===== src/rtl/argmax_pkg.sv =====
// Shared definitions for the streaming argmax block.
//   state_t          : FSM state encoding (ACCUM collects scores, DONE holds a result)
//   DEF_NUM_SIZE     : default score width, shared with the classifier top
//   DEF_NUM_CLASSES  : default scores per frame, shared with the classifier top
//   idx_width(n)     : index width needed to address n classes
package argmax_pkg;

   localparam int DEF_NUM_SIZE    = 26;
   localparam int DEF_NUM_CLASSES = 10;

   typedef enum logic {
      ACCUM = 1'b0,
      DONE  = 1'b1
   } state_t;

   function automatic int idx_width(input int n);
      return $clog2(n);
   endfunction

endpackage


===== src/rtl/score_cmp.sv =====
// Combinational score comparator.
//   a, b : NUM_SIZE-wide operands
//   gt   : a > b (two's complement when SIGNED_CMP = 1, unsigned otherwise)
//   eq   : a == b (bit-identical)
module score_cmp #(
   parameter int NUM_SIZE   = 26,
   parameter bit SIGNED_CMP = 1'b0
) (
   input  logic [NUM_SIZE-1:0] a,
   input  logic [NUM_SIZE-1:0] b,
   output logic                gt,
   output logic                eq
);

   generate
      if (SIGNED_CMP) begin : g_signed
         assign gt = ($signed(a) > $signed(b));
      end else begin : g_unsigned
         assign gt = (a > b);
      end
   endgenerate

   assign eq = (a == b);

endmodule


===== src/rtl/stream_argmax.sv =====
// Streaming argmax: consumes one score per accepted beat, tracks the running
// maximum and its index, and presents the result once NUM_CLASSES scores of a
// frame have been accepted.
//   clk, GlobalReset : clock, asynchronous active-high reset
//   Flush            : synchronous frame abort (wins over accept and output handshake)
//   in_valid/in_ready/in_data    : score stream, in_data is the score for class = count
//   out_valid/out_ready          : result handshake, result held until accepted
//   out_index/out_max/out_tie    : argmax index, max score, later-equal-to-max flag
//
// state | meaning
// ACCUM | accepting scores, out_* hold running values
// DONE  | frame complete, result held until out_ready
module stream_argmax
   import argmax_pkg::*;
#(
   parameter int NUM_SIZE    = DEF_NUM_SIZE,
   parameter int NUM_CLASSES = DEF_NUM_CLASSES,
   parameter bit SIGNED_CMP  = 1'b0,
   parameter int IDX_W       = idx_width(NUM_CLASSES)
) (
   input  logic                clk,
   input  logic                GlobalReset,
   input  logic                Flush,
   input  logic                in_valid,
   output logic                in_ready,
   input  logic [NUM_SIZE-1:0] in_data,
   output logic                out_valid,
   input  logic                out_ready,
   output logic [IDX_W-1:0]    out_index,
   output logic [NUM_SIZE-1:0] out_max,
   output logic                out_tie
);

   localparam logic [IDX_W-1:0] LAST_IDX = IDX_W'(NUM_CLASSES - 1);

   state_t              state, state_nxt;
   logic [IDX_W-1:0]    count;
   logic [NUM_SIZE-1:0] max_r;
   logic [IDX_W-1:0]    idx_r;
   logic                tie_r;
   logic                accept;
   logic                last_beat;
   logic                cmp_gt, cmp_eq;

   score_cmp #(
      .NUM_SIZE   (NUM_SIZE),
      .SIGNED_CMP (SIGNED_CMP)
   ) u_cmp (
      .a  (in_data),
      .b  (max_r),
      .gt (cmp_gt),
      .eq (cmp_eq)
   );

   assign in_ready  = (state == ACCUM);
   assign out_valid = (state == DONE);
   assign accept    = in_valid && (state == ACCUM) && !Flush;
   assign last_beat = (count == LAST_IDX);

   always_ff @(posedge clk or posedge GlobalReset) begin
      if (GlobalReset) begin
         state <= ACCUM;
      end else begin
         state <= state_nxt;
      end
   end

   always_comb begin
      state_nxt = state;
      if (Flush) begin
         state_nxt = ACCUM;
      end else begin
         case (state)
            ACCUM: if (accept && last_beat) state_nxt = DONE;
            DONE:  if (out_ready)           state_nxt = ACCUM;
            default: state_nxt = ACCUM;
         endcase
      end
   end

   // The first beat of a frame loads unconditionally so stale values from a
   // previous or flushed frame never leak into the new result.
   always_ff @(posedge clk or posedge GlobalReset) begin
      if (GlobalReset) begin
         count <= '0;
         max_r <= '0;
         idx_r <= '0;
         tie_r <= 1'b0;
      end else if (Flush) begin
         count <= '0;
      end else if (accept) begin
         count <= last_beat ? '0 : count + IDX_W'(1);
         if (count == '0) begin
            max_r <= in_data;
            idx_r <= '0;
            tie_r <= 1'b0;
         end else if (cmp_gt) begin
            max_r <= in_data;
            idx_r <= count;
            tie_r <= 1'b0;
         end else if (cmp_eq) begin
            tie_r <= 1'b1;
         end
      end
   end

   assign out_index = idx_r;
   assign out_max   = max_r;
   assign out_tie   = tie_r;

endmodule


===== config.mk =====
export PLATFORM = sky130hd
export DESIGN_NAME = stream_argmax
export DESIGN_NICKNAME = d
export VERILOG_FILES = /design/src/rtl/argmax_pkg.sv /design/src/rtl/score_cmp.sv /design/src/rtl/stream_argmax.sv
export SDC_FILE = /design/constraint.sdc
export NUM_CORES = 1
export LEC_CHECK = 0
export BUFFER_PORTS_ARGS = -buffer_cell sky130_fd_sc_hd__buf_2
export CELL_PAD_IN_SITES_DETAIL_PLACEMENT = 1
export CELL_PAD_IN_SITES_GLOBAL_PLACEMENT = 2
export CORE_MARGIN = 2
export CORE_UTILIZATION = 33
export DETAILED_ROUTE_END_ITERATION = 7
export HOLD_SLACK_MARGIN = 0.02
export PLACE_DENSITY = 0.79
export SYNTH_ARGS = -nofsm -noshare
export SYNTH_HDL_FRONTEND = slang
export SYNTH_SLANG_ARGS = --single-unit
export TNS_END_PERCENT = 30

===== constraint.sdc =====
create_clock -name clk -period 2.9 [get_ports clk]
set_clock_uncertainty 0.05 [all_clocks]
set_input_delay 0.29 -clock clk [delete_from_list [all_inputs] [get_ports clk]]
set_output_delay 0.29 -clock clk [all_outputs]
set_load 0.02 [all_outputs]

* Yosys cells after proc, flatten, opt, wreduce, memory -nomap -nowiden
Index checks and enable logic that the tools add are counted.
** Storage, ports and cells
- Bits in registers :: 36
- Bits in latches :: 0
- Bits in writable memories :: 0
- Memory bits (read-only) :: 0
- Output and inout port bits :: 33
- Word-level logic and storage cells :: 35
- Memories kept :: 0
** Cells by class
- $add $sub $neg :: 1
- Multipliers :: 0
- Divide/modulo/power cells :: 0
- Order comparisons :: 1
- Eq/ne operators :: 2
- Shift operators :: 0
- Multiplexer cells :: 14
- Bitwise gates (word level) :: 2
- Reductions and logical operators :: 10
** Operator list (count)
- 26-bit 2-to-1 mux :: 2
- 26-bit == test :: 1
- 26-bit > comparator :: 1
- 4-bit 2-to-1 mux :: 5
- 1-bit 2-to-1 mux :: 6
- 3-bit AND reduction :: 2
- 4-bit by 1-bit adder with 4-bit output (second input constant) :: 1
- 4-bit == test (second input constant) :: 1
- 4-bit logical NOT :: 1
- 2-bit nonzero test :: 2
- 1-bit logical AND :: 3
- 3-bit nonzero test :: 1
- 1-bit NOT :: 2
- 1-bit one-hot mux with 2 select lines :: 1
- 1-bit logical NOT :: 1

* Depth between registers and ports, before layout
Gate-level depths: netlist (run 1).
- Depth after elaboration :: 7
- Depth in mapped cells :: 9
- Depth with buffers taken out :: 8

* By module
From an unflattened synthesis (run 1), not the netlist that was laid out.
** Unflattened totals
- Cell total of the unflattened synthesis :: 187
- Area total of the unflattened synthesis :: 2240.9 sq um
** By module, submodules not included
- stream_argmax :: instances 1, cells each 96, area an instance 1549.0 sq um
- score_cmp :: instances 1, cells each 91, area an instance 691.9 sq um

* Least setup slack after synthesis (run 1)
OpenSTA, ideal clock, no wires.
- Path type :: reg-to-reg
- From :: reg max_r[24] (netlist: out_max[24])
- To :: reg idx_r[2] (netlist: out_index[2])
- Setup time :: 0.125 ns
- Data arrival time :: 2.152 ns
- Slack :: 0.573 ns
- Stages on the path, launching flop included :: 10
- Cell sequence :: dfrtp_1 > inv_1 > ha_1 > a21oi_1 > a21boi_0 > a2111oi_2 > o211ai_2 > nand3_2 > buf_6 > mux2_4
** Between the ends
- Cells in the longest elaborated chain, start to end :: 3
** RTL lines
- start: declaration :: RTL line stream_argmax.sv:38 : logic [NUM_SIZE-1:0] max_r;
- start signal: assignment :: RTL line stream_argmax.sv:94 : max_r <= in_data;
- start signal: assignment :: RTL line stream_argmax.sv:98 : max_r <= in_data;
- 26-bit > comparator :: RTL line score_cmp.sv:19 : assign gt = (a > b);
- 2-bit nonzero test (no line)
- 3-bit AND reduction (no line)
- end signal: assignment :: RTL line stream_argmax.sv:99 : idx_r <= count;
- end: declaration :: RTL line stream_argmax.sv:39 : logic [IDX_W-1:0] idx_r;
No other way between the ends.
A chain may end at the register's enable or synchronous reset.

* Worst setup path after layout (run 1)
- From :: reg max_r[17] (netlist: out_max[17])
- To :: reg max_r[10] (netlist: out_max[10])
** Between the ends
- Cells in the longest elaborated chain, start to end :: 3
** RTL lines (RTL line)
- 26-bit > comparator :: score_cmp.sv:19
- 2-bit nonzero test (no line)
- 3-bit AND reduction (no line)
No other way between the ends.

==> results.sh, run 1 <==
export IMPL_outcome="finished, final reports clean"
export IMPL_ir_drop_v=0.000216
export IMPL_viasPerCell=4.92
export IMPL_synth_top_cell_area_share_pct=39.5
export IMPL_cp_data_arrival_time_ns=2.57
export IMPL_antenna_found_initial=0
export IMPL_ys_top_cells_by_area="dfrtp_1, mux2_4, ha_1"
export IMPL_dpl_hpwl_um=3950
export IMPL_min_period_ns=2.45
export IMPL_setup_viol=0
export IMPL_dr_pass1_iters=4
export IMPL_finalSetupTns_ns=0
export IMPL_synth_compound_area_share_pct=10.6
export IMPL_io_buffer_count=63
export IMPL_worstSetupStartpointType="flip-flop"
export IMPL_max_cap_violations=0
export IMPL_die_x_um=87.1
export IMPL_synth_edf_count=0
export IMPL_drcViolationCount=0
export IMPL_gp_congestion=0.696
export IMPL_syn_to_final_growth_pct=21.3
export IMPL_reg2reg_slack_ns=0.45
export IMPL_syn_avg_cell_area_um2=11.5
export IMPL_worstHoldPathType="in2async"
export IMPL_worst_setup_path_end_kind="flip-flop"
export IMPL_synthesis_instances=199
export IMPL_cts_resized_gates=0
export IMPL_first_global_vias=1782
export IMPL_yosys_area_top_type="dfrtp_1"
export IMPL_mostFrequentLayoutCells="buf_2, dfrtp_1, inv_1, ha_1, mux2_4"
export IMPL_clk_pin_slew_ns=0.07
export IMPL_synth_ff_type="dfrtp_1"
export IMPL_num_io_pins=64
export IMPL_max_freq_mhz=408
export IMPL_synth_warnings=0
export IMPL_cts_root_buf="clkbuf_8"
export IMPL_insertion_delay_ns=0.28
export IMPL_clockBufferDepth=2
export IMPL_grt_overflow_total=0
export IMPL_ys_types=35
export IMPL_layout_commonest_cell="buf_2"
export IMPL_max_slew_worst_pin_slew_ns=0.485
export IMPL_initial_core_util_pct=33.7
export IMPL_power_leakage_nw=1.52
export IMPL_synthesis_nets=259
export IMPL_slew_viol_final=0
export IMPL_crit_chain="inv_1 -> ha_1 -> a21oi_1 -> o21ai_0 -> a2111oi_2 -> o211ai_2 -> nand3_2 -> buf_4 -> mux2_4"
export IMPL_clock_sinks=36
export IMPL_path_class="reg2reg"
export IMPL_fin_crit_sh_pct=84.5
export IMPL_rsz0062_at_grt="false"
export IMPL_cts_hold_buf=0
export IMPL_powerDensity_nw_per_um2=614
export IMPL_fp_dieArea_um2=7590
export IMPL_first_iter_violations=40
export IMPL_ant_nets=0
export IMPL_die_h_um=87.1
export IMPL_grt_first_pass_wirelength_um=8380
export IMPL_synth_adder_area_share_pct=15.9
export IMPL_maxSlewHeadroom_pct=67.6
export IMPL_diodes=0
export IMPL_synth_async_reset_ratio_pct=100
export IMPL_rows=30
export IMPL_routed_via_count=1708
export IMPL_drive_above_1_share_pct=40.1
export IMPL_syn_area_um2=2280
export IMPL_synthMuxAreaShare_pct=18.4
export IMPL_track_usage_pct=14.2
export IMPL_final_nets=329
export IMPL_critPathMaxStageDelay_ns=0.42
export IMPL_required_ns=3.02
export IMPL_cts_buffers_inserted=5
export IMPL_crit_path_top_delay_cell="a2111oi_2"
export IMPL_tritoncts="yes"
export IMPL_grt_max_degree=37
export IMPL_synth_seq_area_share_pct=39.5
export IMPL_drt_wl_total_um=5070
export IMPL_final_hold_violation_count=0
export IMPL_wire_per_inst_um=14.6
export IMPL_dpl_cell_area_um2=2700
export IMPL_synth_simple_gate_area_share_pct=8.62
export IMPL_ys_seq_elements=36
export IMPL_postCtsSetupBuffers=0
export IMPL_synthXorXnorAreaFrac_pct=0
export IMPL_synth_top_family_by_area="multiplexers"
export IMPL_design_area_um2=2770
export IMPL_htreeDepth=2
export IMPL_cp_max_fo=12
export IMPL_coreArea_um2=6760
critical path: cells and delay by family, from the launching register on:
kind / cells / cell delay [ns]
buf+inv: 2 / 0.31
flops: 1 / 0.38
compound gates: 4 / 0.85
mux: 1 / 0.32
simple gates: 1 / 0.12
fa+ha+maj: 1 / 0.31
Yosys cell counts (2+ instances only):
library cell	n
inv_1	33
a21oi_1	12
o21ai_0	4
nor3_1	3
dfrtp_1	36
a2111oi_2	2
mux2_4	28
buf_6	3
ha_1	29
a22o_1	2
nand2_1	9
nand4_1	6
a41oi_1	2
nor2_1	9
worst paths after layout:
path | startpoint | end | depth (start not counted)
max reg2reg | out_max[17]$_DFFE_PP0P_ | out_max[10]$_DFFE_PP0P_ | 9
min in group clk | in_data[11] | out_max[11]$_DFFE_PP0P_ | 2
max in group asynchronous | GlobalReset | out_max[15]$_DFFE_PP0P_ | 3
min reg2reg | out_index[0]$_DFFE_PP0P_ | out_index[0]$_DFFE_PP0P_ | 1
max | out_max[17]$_DFFE_PP0P_ | out_max[10]$_DFFE_PP0P_ | 9
min | GlobalReset | out_max[2]$_DFFE_PP0P_ | 3
cell type report:
type	instances	area (µm²)
multi-input cells	127	1220
repair buffers	66	350
clock buffers	5	68.8
inverters	33	124
well taps	80	100
flip-flops and latches	36	901
fillers	764	3990
stage by stage:
| step | hold slack (ns) | utilization, % | total power [mW] | std cells | worst slack [ns] |
|---|---|---|---|---|---|
| finish | 0.0729 | 40.9 | 1.70 | 347 | 0.450 |
| global route | 0.116 | 40.9 | 1.83 | 347 | 0.242 |
| CTS | 0.0892 | 40.9 | 1.73 | 347 | 0.397 |
| detailed placement | 0.396 | 39.9 | 1.39 | 342 | 0.399 |
| global placement | 0.387 | 39.9 | 1.37 | 342 | 0.426 |
| floorplan | 0.303 | - | 1.17 | 199 | 0.573 |
state kept, by name, indices dropped and copies added (netlist names):
signal / flops
out_max: 26
out_valid: 1
count: 4
out_tie: 1
out_index: 4
cell families (layout without fill, tap and decap cells):
family	Yosys count	after routing
fa+ha+maj	29	29
compound gates	33	33
flops	36	36
mux	28	28
simple gates	37	37
buf+inv	36	104
layer usage:
layer | share of wire, % | wire, µm | track usage (%)
met1 | 47 | 2360 | 18.9
met2 | 49 | 2460 | 23.0
met3 | 4.0 | 205 | 3.51
met4 | 0.89 | 45 | 4.20
met5 | 0 | 0 | 0
power by group:
part | switching, mW | leakage [nW] | internal (mW)
clock network | 0.169 | 0.0359 | 0.155
logic | 0.374 | 1.04 | 0.326
registers | 0.0764 | 0.443 | 0.596
(Power assumes the default switching activity.)
==> inputs of run 2 (changes only) <==
--- a/config.mk
+++ b/config.mk
@@ -5,14 +5,15 @@
 export SDC_FILE = /design/constraint.sdc
 export NUM_CORES = 1
 export LEC_CHECK = 0
+export ABC_AREA = 1
 export BUFFER_PORTS_ARGS = -buffer_cell sky130_fd_sc_hd__buf_2
 export CELL_PAD_IN_SITES_DETAIL_PLACEMENT = 1
 export CELL_PAD_IN_SITES_GLOBAL_PLACEMENT = 2
 export CORE_MARGIN = 2
-export CORE_UTILIZATION = 33
+export CORE_UTILIZATION = 29
 export DETAILED_ROUTE_END_ITERATION = 7
 export HOLD_SLACK_MARGIN = 0.02
-export PLACE_DENSITY = 0.79
+export PLACE_DENSITY = 0.78
 export SYNTH_ARGS = -nofsm -noshare
 export SYNTH_HDL_FRONTEND = slang
 export SYNTH_SLANG_ARGS = --single-unit
==> constraint.sdc (replaced) <==
create_clock -name clk -period 2.3 [get_ports clk]
set_clock_uncertainty 0.05 [all_clocks]
set_input_delay 0.23 -clock clk [delete_from_list [all_inputs] [get_ports clk]]
set_output_delay 0.23 -clock clk [all_outputs]
set_load 0.02 [all_outputs]
==> run 2 against run 1 <==
Effect of this change:
- the flow now finishes with violations (negative hold slack)
- synthesized cell count grew 45%
- critical endpoint is now out_max[0]$_DFFE_PP0P_
- hold slack got worse by 0.073 ns
- area after synthesis rose by 0.55%
- die area rose by 14%
- routed wire length grew 16%
- maximum frequency increased by 17%
- flip-flop and latch count unchanged
- count of clock-buffer cells in the layout up 1
- cell count up 33%
- register-to-register slack got worse by 0.24 ns
==> results.sh, run 2 <==
export IMPL_outcome="finished, violations left"
export IMPL_violations="negative hold slack"
export IMPL_clk_pin_slew_ns=0.08
export IMPL_reg2reg_slack_ns=0.21
export IMPL_p_total_mw=2.09
export IMPL_synth_seq_area_share_pct=39.3
export IMPL_track_usage_pct=14.6
export IMPL_insertion_delay_ns=0.28
export IMPL_path_class="reg2reg"
export IMPL_n_fill_cell=985
export IMPL_cp_data_arrival_time_ns=2.25
export IMPL_gp_congestion=0.779
export IMPL_multiInputGateArea_um2=1190
export IMPL_holdWs_ns=-0.000449
export IMPL_setup_viol=0
export IMPL_largest_reg_flops=26
export IMPL_pwr_share_seq_pct=40.0
export IMPL_coreArea_um2=7690
export IMPL_num_io_pins=64
export IMPL_switching_share_pct=40.0
export IMPL_die_x_um=92.9
export IMPL_synth_ff_type="dfrtp_1"
export IMPL_fin_crit_sh_pct=90.7
export IMPL_finalSetupTns_ns=0
export IMPL_cts_root_buf="clkbuf_8"
export IMPL_layout_commonest_cell="nand2_1"
export IMPL_drive_above_1_share_pct=27.0
export IMPL_dpl_hpwl_um=4560
export IMPL_final_hold_violation_count=2
export IMPL_synth_warnings=0
export IMPL_pwr_share_comb_pct=39.5
export IMPL_ys_types=30
export IMPL_cts_buffers_inserted=5
export IMPL_grt_first_pass_wirelength_um=10100
export IMPL_max_slew_worst_pin_slew_ns=0.492
export IMPL_slew_viol_final=0
export IMPL_syn_area_um2=2290
export IMPL_power_leakage_nw=1.61
export IMPL_clock_sinks=36
export IMPL_synthesis_nets=348
export IMPL_mostFrequentLayoutCells="nand2_1, buf_2, inv_1, dfrtp_1, ha_1"
export IMPL_synth_edf_count=0
export IMPL_worstSetupStartpointType="flip-flop"
export IMPL_diodes=0
export IMPL_yosysMostFrequentCell="nand2_1"
export IMPL_max_cap_violations=0
export IMPL_htreeDepth=2
export IMPL_antenna_found_initial=0
export IMPL_yosys_area_top_type="dfrtp_1"
export IMPL_first_global_vias=2170
export IMPL_ant_nets=0
export IMPL_fp_dieArea_um2=8630
export IMPL_synthesis_instances=288
export IMPL_synth_top_cell_area_share_pct=39.3
export IMPL_min_period_ns=2.09
export IMPL_viasPerCell=4.41
export IMPL_ys_seq_elements=36
export IMPL_max_freq_mhz=479
export IMPL_worstHoldPathType="in2async"
export IMPL_clockBufferDepth=2
export IMPL_dr_pass1_iters=4
export IMPL_powerDensity_nw_per_um2=738
export IMPL_rsz0062_at_grt="false"
export IMPL_initial_core_util_pct=29.8
export IMPL_register_area_um2=901
export IMPL_maxSlewHeadroom_pct=67.2
export IMPL_cp_max_fo=10
export IMPL_synth_async_reset_ratio_pct=100
export IMPL_wire_per_inst_um=12.8
export IMPL_first_iter_violations=96
export IMPL_worst_setup_path_end_kind="flip-flop"
export IMPL_ys_top_cells_by_area="dfrtp_1, nand2_1, ha_1"
export IMPL_tritoncts="yes"
export IMPL_grt_overflow_total=0
export IMPL_die_h_um=92.9
export IMPL_syn_to_final_growth_pct=23.4
export IMPL_drcViolationCount=0
export IMPL_syn_avg_cell_area_um2=7.96
export IMPL_switching_power_mw=0.835
export IMPL_ir_drop_v=0.000326
export IMPL_final_nets=419
export IMPL_routed_via_count=2035
export IMPL_drt_wl_total_um=5900
export IMPL_rows=32
export IMPL_yosys_top_cells_count="nand2_1, inv_1, dfrtp_1"
export IMPL_grt_max_degree=37
export IMPL_p_int_mw=1.25
export IMPL_io_buffer_count=63
export IMPL_cts_hold_buf=0
export IMPL_required_ns=2.46
export IMPL_clkPwrFrac_pct=20.6
[run 2: cell count changes after synthesis, sizes merged, moves of 4 or more]
cell,change
inv,+13
mux2,-28
nand2,+115
a21oi,-4
nand4,-6
nand3,+10
[run 2: logic make-up after synthesis]
logic type | count (synthesis) | synth area share, %
AO/OA/AOI/OAI | 21 | 5.35
flip-flops | 36 | 39.3
AND/OR/NAND/NOR | 149 | 28.9
adder cells (fa/ha/maj) | 29 | 15.8
XOR/XNOR | 2 | 0.764
buffers and inverters | 51 | 9.88
[run 2: worst paths after layout]
| path | from | end | cells past startpoint |
|---|---|---|---|
| hold / removal | GlobalReset | out_max[6]$_DFFE_PP0P_ | 3 |
| max in group asynchronous | GlobalReset | out_max[24]$_DFFE_PP0P_ | 3 |
| min in group clk | out_ready | out_valid$_DFF_PP0_ | 2 |
| setup reg to reg | out_max[23]$_DFFE_PP0P_ | out_max[0]$_DFFE_PP0P_ | 13 |
| setup / recovery | out_max[23]$_DFFE_PP0P_ | out_max[0]$_DFFE_PP0P_ | 13 |
| hold reg to reg | out_max[16]$_DFFE_PP0P_ | out_max[16]$_DFFE_PP0P_ | 2 |
[run 2: area by class of cell]
type | count | share of cell area, %
clock inverters | 1 | 0.177
multi-input cells | 202 | 41.9
repair buffers | 68 | 12.6
flip-flops and latches | 36 | 31.8
clock buffers | 6 | 2.57
well taps | 102 | 4.51
inverters | 46 | 6.37
[run 2: timing repair]
action                     4_1_cts  5_1_grt
setup buffers                    0        1
setup endpoints to repair        0       25
resized for setup                0        4
hold endpoints to repair         0        0
[run 2: power by group through the flow]
stage          clock network [mW]  logic [mW]  registers (mW)
2_1_floorplan                   0       0.422           0.967
3_3_place_gp                    0       0.792           0.850
3_5_place_dp                    0       0.814           0.853
4_1_cts                     0.455       0.819           0.841
5_1_grt                     0.475       0.947           0.854
6_report                    0.429       0.824           0.835
[run 2: per-layer routing]
metal	vias to the layer above	track usage [%]	share of wire, %
met5	-	0	0
met4	0	3.68	0.75
met3	4	2.28	3.7
met2	40	25.0	49
met1	959	19.2	46
li1	1032	-	-
[run 2: critical path, cell delays in order (launching register included)]
cell,delay [ns]
dfrtp_1,0.39
inv_1,0.06
ha_1,0.29
nand2_1,0.09
nor2_4,0.14
nand2_2,0.08
nor3_4,0.23
nand3_1,0.10
nand2_1,0.09
inv_2,0.08
nand2_8,0.13
buf_4,0.18
nand2_1,0.06
o21ai_1,0.06
[run 2: through the flow]
step	worst slack, ns	utilization [%]	area (µm²)	hold slack, ns	instances
floorplan	0.338	-	2290	0.278	288
global placement	0.201	35.3	2720	0.330	452
detailed placement	0.176	35.3	2720	0.329	452
CTS	0.148	36.3	2790	0.0267	459
global route	0.00453	36.8	2830	0.0530	461
finish	0.214	36.8	2830	-0.000449	461
==> inputs of run 3 (changes only) <==
==> constraint.sdc (replaced) <==
create_clock -name clk -period 2 [get_ports clk]
set_clock_uncertainty 0.05 [all_clocks]
set_input_delay 0.2 -clock clk [delete_from_list [all_inputs] [get_ports clk]]
set_output_delay 0.2 -clock clk [all_outputs]
set_load 0.02 [all_outputs]
==> run 3 against run 2 <==
Effect of this change:
- the run now ends clean
- sequential share of layout area down 3.7 points
- power rose by 31%
- maximum frequency up 9.3%
- clock power increased by 51%
- critical path depth is 1 lower
- largest power group is now combinational logic
==> results.sh, run 3 (same netlist as run 2, synthesis figures left out) <==
export IMPL_maxSlewHeadroom_pct=67.8
export IMPL_dpl_cell_area_um2=2790
export IMPL_crit_path_top_delay_cell="dfrtp_1"
export IMPL_grt_overflow_total=0
export IMPL_mostFrequentLayoutCells="nand2_1, buf_2, inv_1, dfrtp_1, ha_1"
export IMPL_final_nets=435
export IMPL_grt_first_pass_wirelength_um=9670
export IMPL_crit_buf_inv=3
export IMPL_first_iter_violations=40
export IMPL_setup_slack_ns=0.0915
export IMPL_holdWs_ns=0.0487
export IMPL_track_usage_pct=14.3
export IMPL_gp_congestion=0.753
export IMPL_use_met3_pct=3.82
export IMPL_post_place_ws_ns=-0.00991
export IMPL_final_util_pct=41.6
export IMPL_num_io_pins=64
export IMPL_worst_setup_path_end_kind="flip-flop"
export IMPL_finalSetupTns_ns=0
export IMPL_htreeDepth=2
export IMPL_fin_cells=478
export IMPL_coreArea_um2=7690
export IMPL_critPathMaxStageDelay_ns=0.39
export IMPL_grt_use_met1_pct=18.8
export IMPL_outcome="finished, final reports clean"
export IMPL_path_class="reg2reg"
export IMPL_io_buffer_count=63
export IMPL_clk_pin_slew_ns=0.07
export IMPL_dpl_hpwl_um=4430
export IMPL_clockBufferDepth=2
export IMPL_rsz0062_at_grt="true"
export IMPL_drcViolationCount=0
export IMPL_top_usage_layer="met2"
export IMPL_p_total_mw=2.74
export IMPL_ant_nets=0
export IMPL_first_global_vias=2037
export IMPL_powerDensity_nw_per_um2=859
export IMPL_viasPerCell=4.36
export IMPL_max_freq_mhz=524
export IMPL_critical_path_top_delay_family="simple AND/OR/NAND/NOR gates"
export IMPL_design_area_um2=3200
export IMPL_crit_chain="inv_2 -> ha_4 -> nand2_1 -> inv_1 -> nand3_2 -> nor3_4 -> nand2_2 -> nand2_4 -> nand2_8 -> buf_4 -> nand2_1 -> nand2_1"
export IMPL_cp_data_arrival_time_ns=2.04
export IMPL_cts_root_buf="clkbuf_8"
export IMPL_setup_viol=0
export IMPL_cpMostUsedCell="nand2_1"
export IMPL_cts_buffers_inserted=5
export IMPL_required_ns=2.14
export IMPL_syn_to_final_growth_pct=39.5
export IMPL_dp_cells=458
export IMPL_rows=32
export IMPL_power_leakage_nw=1.75
export IMPL_min_period_ns=1.91
export IMPL_worstHoldPathType="in2reg"
export IMPL_die_x_um=92.9
export IMPL_wire_per_inst_um=12.8
export IMPL_worstSetupStartpointType="flip-flop"
export IMPL_diodes=0
export IMPL_final_hold_violation_count=0
export IMPL_slew_viol_final=0
export IMPL_die_h_um=92.9
export IMPL_dr_pass1_iters=4
export IMPL_max_cap_violations=0
export IMPL_fp_dieArea_um2=8630
export IMPL_grt_util_met2_pct=23.0
export IMPL_max_slew_worst_pin_slew_ns=0.482
export IMPL_ir_drop_v=0.000373
export IMPL_cp_max_fo=8
export IMPL_insertion_delay_ns=0.29
export IMPL_grt_max_degree=37
export IMPL_drive_above_1_share_pct=38.0
export IMPL_clock_sinks=36
export IMPL_layout_commonest_cell="nand2_1"
export IMPL_largest_reg_flops=26
export IMPL_drt_wl_total_um=6140
export IMPL_antenna_found_initial=0
export IMPL_tritoncts="yes"
export IMPL_routed_via_count=2083
export IMPL_fin_crit_sh_pct=95.4
export IMPL_initial_core_util_pct=29.8
[run 3: cell count changes in the layout (fill, tap and decap cells not counted), moves of 4 or more]
cell / delta
o21ai_2: +4
inv_1: -4
inv_2: +4
o21ai_1: -4
buf_4: +13
ha_1: -8
nand2_2: +9
nand2_1: -10
ha_4: +8
[run 3: worst paths after layout]
| path | end | cells past startpoint | startpoint | slack [ns] |
|---|---|---|---|---|
| min in group asynchronous | out_index[3]$_DFFE_PP0P_ | 4 | GlobalReset | 0.51 |
| worst min-delay path | out_valid$_DFF_PP0_ | 2 | out_ready | 0.05 |
| worst max-delay path | out_max[13]$_DFFE_PP0P_ | 12 | out_max[13]$_DFFE_PP0P_ | 0.09 |
| worst max register to register | out_max[13]$_DFFE_PP0P_ | 12 | out_max[13]$_DFFE_PP0P_ | 0.09 |
| worst min register to register | out_index[3]$_DFFE_PP0P_ | 2 | out_index[3]$_DFFE_PP0P_ | 0.44 |
| max in group asynchronous | out_max[13]$_DFFE_PP0P_ | 4 | GlobalReset | 1.05 |
[run 3: routing by layer]
layer  vias up  share of wire [%]
li1       1059                  -
met1       983                 45
met3         5                4.5
met4         0               0.85
met5         -                  0
met2        36                 49
[run 3: where the power goes]
part           leakage [nW]  total (mW)  switching, mW  internal, mW
Sequential            0.458       0.952         0.0962         0.855
Clock                0.0552       0.646          0.275         0.370
Combinational          1.24        1.15          0.667         0.480
[run 3: repair_timing]
item                                    CTS  global route
endpoints found under the hold margin    36             0
resized for setup                         2            34
pin swaps                                 0             5
buffers inserted                          0             9
endpoints found under the setup margin   25            31
hold buffers                              1             0
gates cloned                              0             2
[run 3: worst register-to-register path, cell delays in order (launching register included)]
cell and delay (ns):
dfrtp_1 0.39, inv_2 0.06, ha_4 0.26, nand2_1 0.04, inv_1 0.08, nand3_2 0.10, nor3_4 0.21, nand2_2 0.10
nand2_4 0.10, nand2_8 0.11, buf_4 0.18, nand2_1 0.07, nand2_1 0.05
[run 3: final cells by class]
class	instances	area, µm²
Clock buffer	6	72.6
Clock inverter	2	35.0
Fill cell	976	4490
Inverter	46	185
Multi-Input combinational cell	201	1330
Sequential cell	36	901
Tap cell	102	128
Timing Repair Buffer	85	543
